--- src/rtl/instr_decode_pkg.sv ---
`default_nettype none
// ============================================================================
// Module      : instr_decode_pkg
// Description : Shared definitions for the instruction-decode stage:
//               opcode encodings, the opcode legality check, the decoded
//               entry record and the skid-buffer state encoding.
//               No ports (package).
// Revision    : 1.0 - initial release
// ============================================================================
package instr_decode_pkg;

  // Widths of the reference decoded-entry record below.
  localparam int OPC_W_DEF  = 8;
  localparam int DATA_W_DEF = 16;
  localparam int TAG_W_DEF  = 4;

  // Register-class opcodes
  localparam logic [7:0] OP_NOP   = 8'h00;
  localparam logic [7:0] OP_ADD   = 8'h01;
  localparam logic [7:0] OP_SUB   = 8'h02;
  localparam logic [7:0] OP_AND   = 8'h03;
  localparam logic [7:0] OP_OR    = 8'h04;
  localparam logic [7:0] OP_XOR   = 8'h05;
  localparam logic [7:0] OP_LOAD  = 8'h06;
  localparam logic [7:0] OP_STORE = 8'h07;
  localparam logic [7:0] OP_JMP   = 8'h08;
  localparam logic [7:0] OP_BEQ   = 8'h09;
  // Immediate-class opcodes (MSB set)
  localparam logic [7:0] OP_ADDI  = 8'h81;
  localparam logic [7:0] OP_SUBI  = 8'h82;
  localparam logic [7:0] OP_ANDI  = 8'h83;
  localparam logic [7:0] OP_ORI   = 8'h84;
  localparam logic [7:0] OP_XORI  = 8'h85;

  typedef enum logic [1:0] {
    ST_EMPTY = 2'd0,
    ST_ONE   = 2'd1,
    ST_TWO   = 2'd2
  } state_t;

  // Decoded entry at the default widths; the pipeline top re-declares the
  // same field layout at its own parameter widths.
  typedef struct packed {
    logic [OPC_W_DEF-1:0]  opcode;
    logic [DATA_W_DEF-1:0] op1;
    logic [DATA_W_DEF-1:0] op2;
    logic                  is_imm;
    logic                  illegal;
    logic [TAG_W_DEF-1:0]  tag;
  } dec_entry_t;

  function automatic logic opc_is_legal(input logic [7:0] opc);
    case (opc)
      OP_NOP, OP_ADD, OP_SUB, OP_AND, OP_OR, OP_XOR,
      OP_LOAD, OP_STORE, OP_JMP, OP_BEQ,
      OP_ADDI, OP_SUBI, OP_ANDI, OP_ORI, OP_XORI: return 1'b1;
      default:                                    return 1'b0;
    endcase
  endfunction

endpackage
`default_nettype wire

--- src/rtl/decode_skid_buf.sv ---
`default_nettype none
// ============================================================================
// Module      : decode_skid_buf
// Description : 2-entry skid buffer for decoded entries. Output register
//               plus one skid register, strict FIFO order, flush support.
//               in_ready depends only on registered state and rst_n.
// Ports       : clk, rst_n (sync, active low), flush
//               in_valid/in_ready/in_data   - upstream handshake
//               out_valid/out_ready/out_data - downstream handshake
// Revision    : 1.0 - initial release
// ============================================================================
module decode_skid_buf
  import instr_decode_pkg::*;
#(
  parameter type ENTRY_T = dec_entry_t
) (
  input  logic   clk,
  input  logic   rst_n,
  input  logic   flush,
  input  logic   in_valid,
  output logic   in_ready,
  input  ENTRY_T in_data,
  output logic   out_valid,
  input  logic   out_ready,
  output ENTRY_T out_data
);

  state_t state, state_nxt;
  ENTRY_T out_q, skid_q;
  logic   accept, drain;
  logic   ld_out_in, ld_out_skid, ld_skid;

  // State register
  always_ff @(posedge clk) begin
    if (!rst_n) state <= ST_EMPTY;
    else        state <= state_nxt;
  end

  // Next-state logic
  always_comb begin
    state_nxt = state;
    if (flush) begin
      state_nxt = ST_EMPTY;
    end else begin
      case (state)
        ST_EMPTY: if (accept) state_nxt = ST_ONE;
        ST_ONE: begin
          if (accept && !drain)      state_nxt = ST_TWO;
          else if (!accept && drain) state_nxt = ST_EMPTY;
        end
        ST_TWO:   if (drain) state_nxt = ST_ONE;
        default:  state_nxt = ST_EMPTY;
      endcase
    end
  end

  // Output / datapath-control logic
  always_comb begin
    in_ready    = rst_n && (state != ST_TWO);
    out_valid   = (state != ST_EMPTY);
    accept      = in_valid && in_ready;
    drain       = out_valid && out_ready;
    // A flush discards same-cycle accepts, so no register loads then.
    ld_out_in   = !flush && accept &&
                  ((state == ST_EMPTY) || ((state == ST_ONE) && drain));
    ld_skid     = !flush && accept && (state == ST_ONE) && !drain;
    ld_out_skid = !flush && drain && (state == ST_TWO);
  end

  always_ff @(posedge clk) begin
    if (!rst_n) begin
      out_q  <= '0;
      skid_q <= '0;
    end else begin
      if (ld_out_in)        out_q <= in_data;
      else if (ld_out_skid) out_q <= skid_q;
      if (ld_skid)          skid_q <= in_data;
    end
  end

  assign out_data = out_q;

endmodule
`default_nettype wire

--- src/rtl/instr_decode_pipe.sv ---
`default_nettype none
// ============================================================================
// Module      : instr_decode_pipe
// Description : Handshaked instruction-decode stage. Splits the instruction
//               into opcode/op1/op2, extends operands, flags immediate class
//               and illegal opcodes, and buffers through a 2-entry skid.
//               Optional macro INSTR_DECODE_PERF_CNT_EN adds drain counters;
//               without it perf_* are tied to zero.
// Ports       : clk, rst_n (sync, active low), flush
//               in_valid/in_ready/in_instr/in_tag - fetch side
//               out_valid/out_ready/out_opcode/out_op1/out_op2/out_is_imm/
//               out_illegal/out_tag - execute side
//               perf_decoded/perf_illegal - 32-bit drain counters
// Revision    : 1.0 - initial release
// ============================================================================
module instr_decode_pipe
  import instr_decode_pkg::*;
#(
  parameter int INSTR_W = 32,
  parameter int OPC_W   = 8,
  parameter int OPR_W   = 12,
  parameter int DATA_W  = 16,
  parameter int TAG_W   = 4
) (
  input  logic               clk,
  input  logic               rst_n,
  input  logic               flush,
  input  logic               in_valid,
  output logic               in_ready,
  input  logic [INSTR_W-1:0] in_instr,
  input  logic [TAG_W-1:0]   in_tag,
  output logic               out_valid,
  input  logic               out_ready,
  output logic [OPC_W-1:0]   out_opcode,
  output logic [DATA_W-1:0]  out_op1,
  output logic [DATA_W-1:0]  out_op2,
  output logic               out_is_imm,
  output logic               out_illegal,
  output logic [TAG_W-1:0]   out_tag,
  output logic [31:0]        perf_decoded,
  output logic [31:0]        perf_illegal
);

  typedef struct packed {
    logic [OPC_W-1:0]  opcode;
    logic [DATA_W-1:0] op1;
    logic [DATA_W-1:0] op2;
    logic              is_imm;
    logic              illegal;
    logic [TAG_W-1:0]  tag;
  } entry_t;

  logic [OPC_W-1:0] opcode;
  logic [OPR_W-1:0] op1_raw, op2_raw;
  logic             is_imm, legal;
  entry_t           dec, held;

  assign opcode  = in_instr[OPC_W-1:0];
  assign op1_raw = in_instr[OPC_W +: OPR_W];
  assign op2_raw = in_instr[OPC_W+OPR_W +: OPR_W];
  assign is_imm  = opcode[OPC_W-1];

  // The legal opcode set is defined for 8-bit opcodes only.
  if (OPC_W == 8) begin : g_legal_8
    assign legal = opc_is_legal(opcode);
  end else begin : g_legal_none
    assign legal = 1'b0;
  end

  always_comb begin
    dec         = '0;
    dec.opcode  = opcode;
    dec.op1     = DATA_W'(op1_raw);
    dec.op2     = is_imm ? DATA_W'(signed'(op2_raw)) : DATA_W'(op2_raw);
    dec.is_imm  = is_imm;
    dec.illegal = !legal;
    dec.tag     = in_tag;
  end

  decode_skid_buf #(
    .ENTRY_T (entry_t)
  ) u_skid (
    .clk       (clk),
    .rst_n     (rst_n),
    .flush     (flush),
    .in_valid  (in_valid),
    .in_ready  (in_ready),
    .in_data   (dec),
    .out_valid (out_valid),
    .out_ready (out_ready),
    .out_data  (held)
  );

  assign out_opcode  = held.opcode;
  assign out_op1     = held.op1;
  assign out_op2     = held.op2;
  assign out_is_imm  = held.is_imm;
  assign out_illegal = held.illegal;
  assign out_tag     = held.tag;

`ifdef INSTR_DECODE_PERF_CNT_EN
  logic        drain;
  logic [31:0] decoded_q, illegal_q;

  // A drain coinciding with flush still counts; only reset clears.
  assign drain = out_valid && out_ready;

  always_ff @(posedge clk) begin
    if (!rst_n) begin
      decoded_q <= '0;
      illegal_q <= '0;
    end else if (drain) begin
      decoded_q <= decoded_q + 32'd1;
      if (held.illegal) illegal_q <= illegal_q + 32'd1;
    end
  end

  assign perf_decoded = decoded_q;
  assign perf_illegal = illegal_q;
`else
  assign perf_decoded = '0;
  assign perf_illegal = '0;
`endif

endmodule
`default_nettype wire

--- config.mk ---
export PLATFORM = sky130hd
export DESIGN_NAME = instr_decode_pipe
export DESIGN_NICKNAME = d
export VERILOG_FILES = /design/src/rtl/instr_decode_pkg.sv /design/src/rtl/decode_skid_buf.sv /design/src/rtl/instr_decode_pipe.sv
export SDC_FILE = /design/constraint.sdc
export NUM_CORES = 1
export LEC_CHECK = 0
export CAP_MARGIN = 20
export CELL_PAD_IN_SITES_DETAIL_PLACEMENT = 1
export CELL_PAD_IN_SITES_GLOBAL_PLACEMENT = 1
export CORE_MARGIN = 3
export CORE_UTILIZATION = 29
export DETAILED_ROUTE_END_ITERATION = 16
export MAX_ROUTING_LAYER = met4
export PLACE_DENSITY = 0.77
export SYNTH_ARGS = -nofsm -noshare
export SYNTH_HDL_FRONTEND = slang
export SYNTH_SLANG_ARGS = --single-unit
export TNS_END_PERCENT = 50
--- constraint.sdc ---
create_clock -name clk -period 1.3 [get_ports clk]
set_input_delay 0.195 -clock clk [delete_from_list [all_inputs] [get_ports clk]]
set_output_delay 0.195 -clock clk [all_outputs]
set_load 0.03 [all_outputs]
# Word-level counts from Yosys, hierarchy flattened
# Index checks and enable logic that the tools add are counted.
[classes] eq_ne=20 muxes=9 bitwise=1 reduce_logical=24
[ops] operator="two-way mux 46 bit" n=2
[ops] operator="== test 8 bit, second input constant" n=5
[ops] operator="== test 8 x 3 -> 1 bit, second input constant" n=4
[ops] operator="== test 8 x 2 -> 1 bit, second input constant" n=2
[ops] operator="== test 8 x 4 -> 1 bit, second input constant" n=2
[ops] operator="two-way mux 16 bit" n=1
[ops] operator="OR reduction 15 bit" n=1
[ops] operator="logical AND 1 bit" n=12
[ops] operator="== test 8 x 1 -> 1 bit, second input constant" n=1
[ops] operator="zero test 8 bit" n=1
[ops] operator="two-way mux 2 bit" n=4
[ops] operator="case mux 2 bit (3 select lines)" n=1
[ops] operator="zero test 1 bit" n=4
[ops] operator="!= test 2 x 1 -> 1 bit, second input constant" n=2
[ops] operator="nonzero test 2 bit" n=2
[ops] operator="!= test 3 x 1 -> 1 bit, second input constant" n=1
[ops] operator="AND reduction 3 bit" n=1
[ops] operator="== test 2 x 1 -> 1 bit, second input constant" n=1
[ops] operator="== test 2 bit, second input constant" n=1
[ops] operator="zero test 2 bit" n=1
[ops] operator="!= test 2 bit, second input constant" n=1
[ops] operator="OR reduction 2 bit" n=1
[ops] operator="logical OR 1 bit" n=1
[ops] operator="two-way mux 1 bit" n=1
[ops] operator="inverter 1 bit" n=1
[word_totals] regBits=86 elab_cells=67

# Logic depth before layout (Yosys ltp)
[logic_depth] ltp_word=8 ltp_mapped=7

# Modules after synthesis
# Synthesis repeated with hierarchy kept, for this count alone.
[hier_totals] hier_cells=571 area_unflattened_um2=4715.8
[modules_own_cells] mod="decode_skid_buf" instances=1 cells_per_inst=499 area_each_um2=4182.8 seq_area_each_um2=1881.8
[modules_own_cells] mod="instr_decode_pipe" instances=1 cells_per_inst=72 area_each_um2=533.0 seq_area_each_um2=0.0

# Worst setup path after synthesis
# OpenSTA, ideal clock, no wires.
[synth_path] path_kind="reg2reg" from="register u_skid.state[1]" to="register u_skid.out_q, in the netlist u_skid.out_data[5]" setup_ns=0.086 arrival_ns=1.339 t_required_ns=1.214 setup_slack_ns=-0.124 stages_incl_launch_ff=8 synth_period_minus_slack_ns=1.424 cell_sequence="dfxtp_1 -> buf_4 -> and4bb_1 -> buf_4 -> buf_8 -> buf_12 -> mux2i_1 -> a211oi_1"
[synth_between] elab_chain_len=6 elab_cells_between_ends=16 cone_classes="eq/ne (3); mux (1); reduce/logical (12)"
[synth_lines] item="from (decl)" line_no="decode_skid_buf.sv:28" source="state_t state, state_nxt;"
[synth_lines] item="from (signal assigned)" line_no="decode_skid_buf.sv:36" source="else state <= state_nxt;"
[synth_lines] item="!= test 2 bit / nonzero test 2 bit (equally long branches)" line_no="decode_skid_buf.sv:59, decode_skid_buf.sv:60"
[synth_lines] item="logical AND 1 bit (on tied branches)" line_no="decode_skid_buf.sv:59, decode_skid_buf.sv:62"
[synth_lines] item="logical AND 1 bit (on tied branches)" line_no="decode_skid_buf.sv:61, decode_skid_buf.sv:65"
[synth_lines] item="logical AND 1 bit / logical OR 1 bit (equally long branches)" line_no="decode_skid_buf.sv:64, decode_skid_buf.sv:65"
[synth_lines] item="logical AND 1 bit" line_no="decode_skid_buf.sv:64" source="ld_out_in = !flush && accept &&"
[synth_lines] item="two-way mux 46 bit / nonzero test 2 bit (equally long branches)"
[synth_lines] item="to (signal assigned)" line_no="decode_skid_buf.sv:75" source="if (ld_out_in) out_q <= in_data;"
[synth_lines] item="to (signal assigned)" line_no="decode_skid_buf.sv:76" source="else if (ld_out_skid) out_q <= skid_q;"
[synth_lines] item="to (decl)" line_no="decode_skid_buf.sv:29" source="ENTRY_T out_q, skid_q;"
# Several ways; a longest one is shown, not always the timed one.
# A chain may end at the register's enable or synchronous reset.

# Final worst setup path
[layout_path] from="register u_skid.state[1]" to="register u_skid.out_q, in the netlist u_skid.out_data[33]"
# Same word-level chain as after synthesis.

==> results.py <==
metrics = {
    "worst_setup_path": {
        "worstSetupPathType": "register to register",
        "worstSetupStartpointType": "register",
        "rr_worst_depth": 5,
        "cp.required_ns": 1.55,
        "cp.arrival_ns": 1.76,
        "crit_path_end_kind": "register",
        "worstPathMaxFanout": 11,
    },
    "finish": {
        "multiInputGateArea_um2": 2540,
        "fillers": 1406,
        "layout.nets": 600,
        "antenna_cells": 0,
        "drive_gt1_share_pct": 39.79,
        "final_cells": 735,
        "area_growth_pct": 60.65,
        "seqCellArea_um2": 1567,
    },
    "place": {
        "io_buffers": 84,
        "dp.cells": 700,
        "post-dp-hpwl_um": 8342,
        "place_congestion": 0.8369,
    },
    "cts": {
        "clockBufferDepth": 2,
        "cts_tree": "built",
        "cts.htree.levels": 3,
        "clk_latency_ns": 0.35,
        "path_clk_slew_ns": 0.06,
        "hold_buffers": 0,
        "cts.sinks": 78,
        "cts_inserted_buffers": 9,
        "clock-root-buffer": "clkbuf_16",
    },
    "grt": {
        "grt_usage_pct": 17.51,
        "grt_pass1_wl_um": 20070,
        "grt_pass1_vias": 3778,
        "antenna_found_initial": 0,
        "gr-total-overflow": 0,
        "grt_max_degree": 44,
    },
    "synthesis": {
        "yosys_warnings": 0,
        "synthFlopType": "dfxtp_1",
        "avgSynthCellArea_um2": 8.814,
        "async_reset_ff_share_pct": 0,
        "yosysUniqueCellTypes": 35,
        "synth-edff-count": 0,
        "ys_seq_area_share_pct": 39.63,
        "synthesis.instances": 447,
        "syn_area_um2": 3940,
        "synth_seq_cells": 78,
    },
    "floorplanning": {
        "ios": 153,
        "die_w_um": 122.6,
        "initial_core_util_pct": 30.48,
        "die_area_um2": 15020,
        "row_count": 41,
        "fp.dieH_um": 122.6,
        "core_area_um2": 12930,
    },
    "timing": {
        "max_clock_freq_mhz": 661.5,
        "finalClockSkew_ns": 0.008821,
        "setup_viol": 79,
        "finalHoldViolCount": 0,
        "finalCritPeriodShare_pct": 116.3,
        "fin_crit_ns": 1.512,
        "rsz0062_at_grt": "yes",
        "slew_violations": 0,
        "hold_slack_ns": 0.4214,
        "finalWorstSetupSlack_ns": -0.2118,
    },
    "min_path": {
        "hold_path_class": "input pin to register",
        "worstHoldPathCells": 3,
    },
    "route": {
        "wl_um": 15590,
        "vias": 3797,
        "dr.pass1.iters": 7,
        "drtIter0Drc": 223,
        "wl_per_cell_um": 21.21,
        "drc": 0,
        "routed_via_density": 5.166,
        "drtAntennaViolNets": 0,
    },
    "power_and_ir_drop": {
        "power_density_nw_per_um2": 1046,
        "ir_worst_vdd_uv": 654.1,
        "power.leakage_uw": 0.002235,
    },
    "outcome": {
        "run_status": "complete, but fails checks",
        "violations": "setup timing",
    },
    "run": {
        "cap_violations": 0,
    },
}
==> synth_stat cells (2+ instances only) <==
library cell  count  share of area (%)
dfxtp_1          78                 40
buf_4            76                 14
a21oi_1          41                5.2
a211oi_1         40                7.6
mux2i_1          38                9.7
nor3_1           38                4.8
o21ai_0          37                4.7
nand3_1          36                4.6
clkbuf_1         21                2.0
buf_2            11                1.4
buf_1             3               0.29
inv_1             3               0.29
nand2_1           2               0.19
nand2b_1          2               0.32
==> sequential cells by signal, indices dropped and copies added (netlist names) <==
name             count
u_skid.state         2
u_skid.skid_q       38
u_skid.out_data     38
==> cell families after synthesis <==
kind of cell,after synthesis,share of synthesized area [%]
other,1,0.09518
AND/OR/NAND/NOR,89,12.16
multiplexers,39,9.940
AO/OA/AOI/OAI,124,18.83
buffers and inverters,116,19.34
flip-flops,78,39.63
==> what timing repair did <==
item / CTS / global route
gates cloned: 3 / 8
pin swaps: 12 / 42
endpoints found under the setup margin: 117 / 109
gates resized for setup: 142 / 150
buffers inserted: 6 / 4
==> metal layers <==
layer | up-vias | global-route usage [%] | routed length [µm]
met3 | 32 | 3.871 | 940
met4 | 0 | 5.388 | 428
met2 | 161 | 30.85 | 8229
met5 | - | - | 0
met1 | 1902 | 19.81 | 5994
li1 | 1702 | - | -
==> critical path: stages, from the launching register on <==
cell,delay [ns]
dfxtp_2,0.34
buf_6,0.13
and4bb_4,0.40
nand2_8,0.09
buf_12,0.16
a211oi_1,0.29
==> path summary, 6_finish.rpt <==
| check | start | endpoint | slack, ns |
|---|---|---|---|
| hold / removal | out_ready | u_skid.state[1] | 0.42 |
| setup reg to reg | u_skid.state[1] | u_skid.out_data[33] | -0.21 |
| setup / recovery | u_skid.state[1] | u_skid.out_data[33] | -0.21 |
| hold reg to reg | u_skid.skid_q[10] | u_skid.skid_q[10] | 0.49 |
==> metrics by stage <==
stage	util (%)	cell area, µm²	worst slack, ns	total power (µW)	setup TNS [ns]
finish	48.96	6330	-0.2118	6622	-10.33
global route	48.96	6330	-0.2550	6844	-13.45
CTS	44.28	5724	-0.1620	6431	-7.728
detailed placement	38.94	5034	-0.5200	3650	-33.89
global placement	38.94	5034	-0.4473	3629	-30.88
floorplan	-	4215	-0.05744	3326	-0.9791
==> placed cells by master, fill, tap and decap left out, drive strengths merged, types with 2 or more instances in the layout <==
cell	Yosys	layout
a211oi	40	40
a21oi	41	41
and4bb	2	2
buf	92	63
bufinv	0	2
clkbuf	21	35
clkdlybuf4s15	0	14
clkdlybuf4s50	0	37
clkinvlp	0	2
conb	1	68
dfxtp	78	78
dlygate4sd2	0	6
inv	3	3
mux2i	38	38
nand2	3	3
nand2b	2	2
nand3	36	36
nand4bb	1	2
nor3	38	38
o21ai	37	37
==> power breakdown <==
group | switching, µW | internal, µW | total, µW | leakage [µW]
registers | 58.6 | 2460 | 2520 | 0.000634
logic | 837 | 471 | 1310 | 0.00145
clock network | 1070 | 1730 | 2800 | 0.000151
total | 1970 | 4660 | 6620 | 0.00224
==> area by class of cell <==
| cell class | count | share of cell area [%] |
|---|---|---|
| clock inverters | 5 | 1.324 |
| inverters | 3 | 0.1779 |
| clock buffers | 10 | 3.775 |
| well taps | 172 | 3.400 |
| flip-flops and latches | 78 | 24.75 |
| multi-input cells | 321 | 40.13 |
| repair buffers | 146 | 26.45 |
Power figures use the tool's default switching activity.
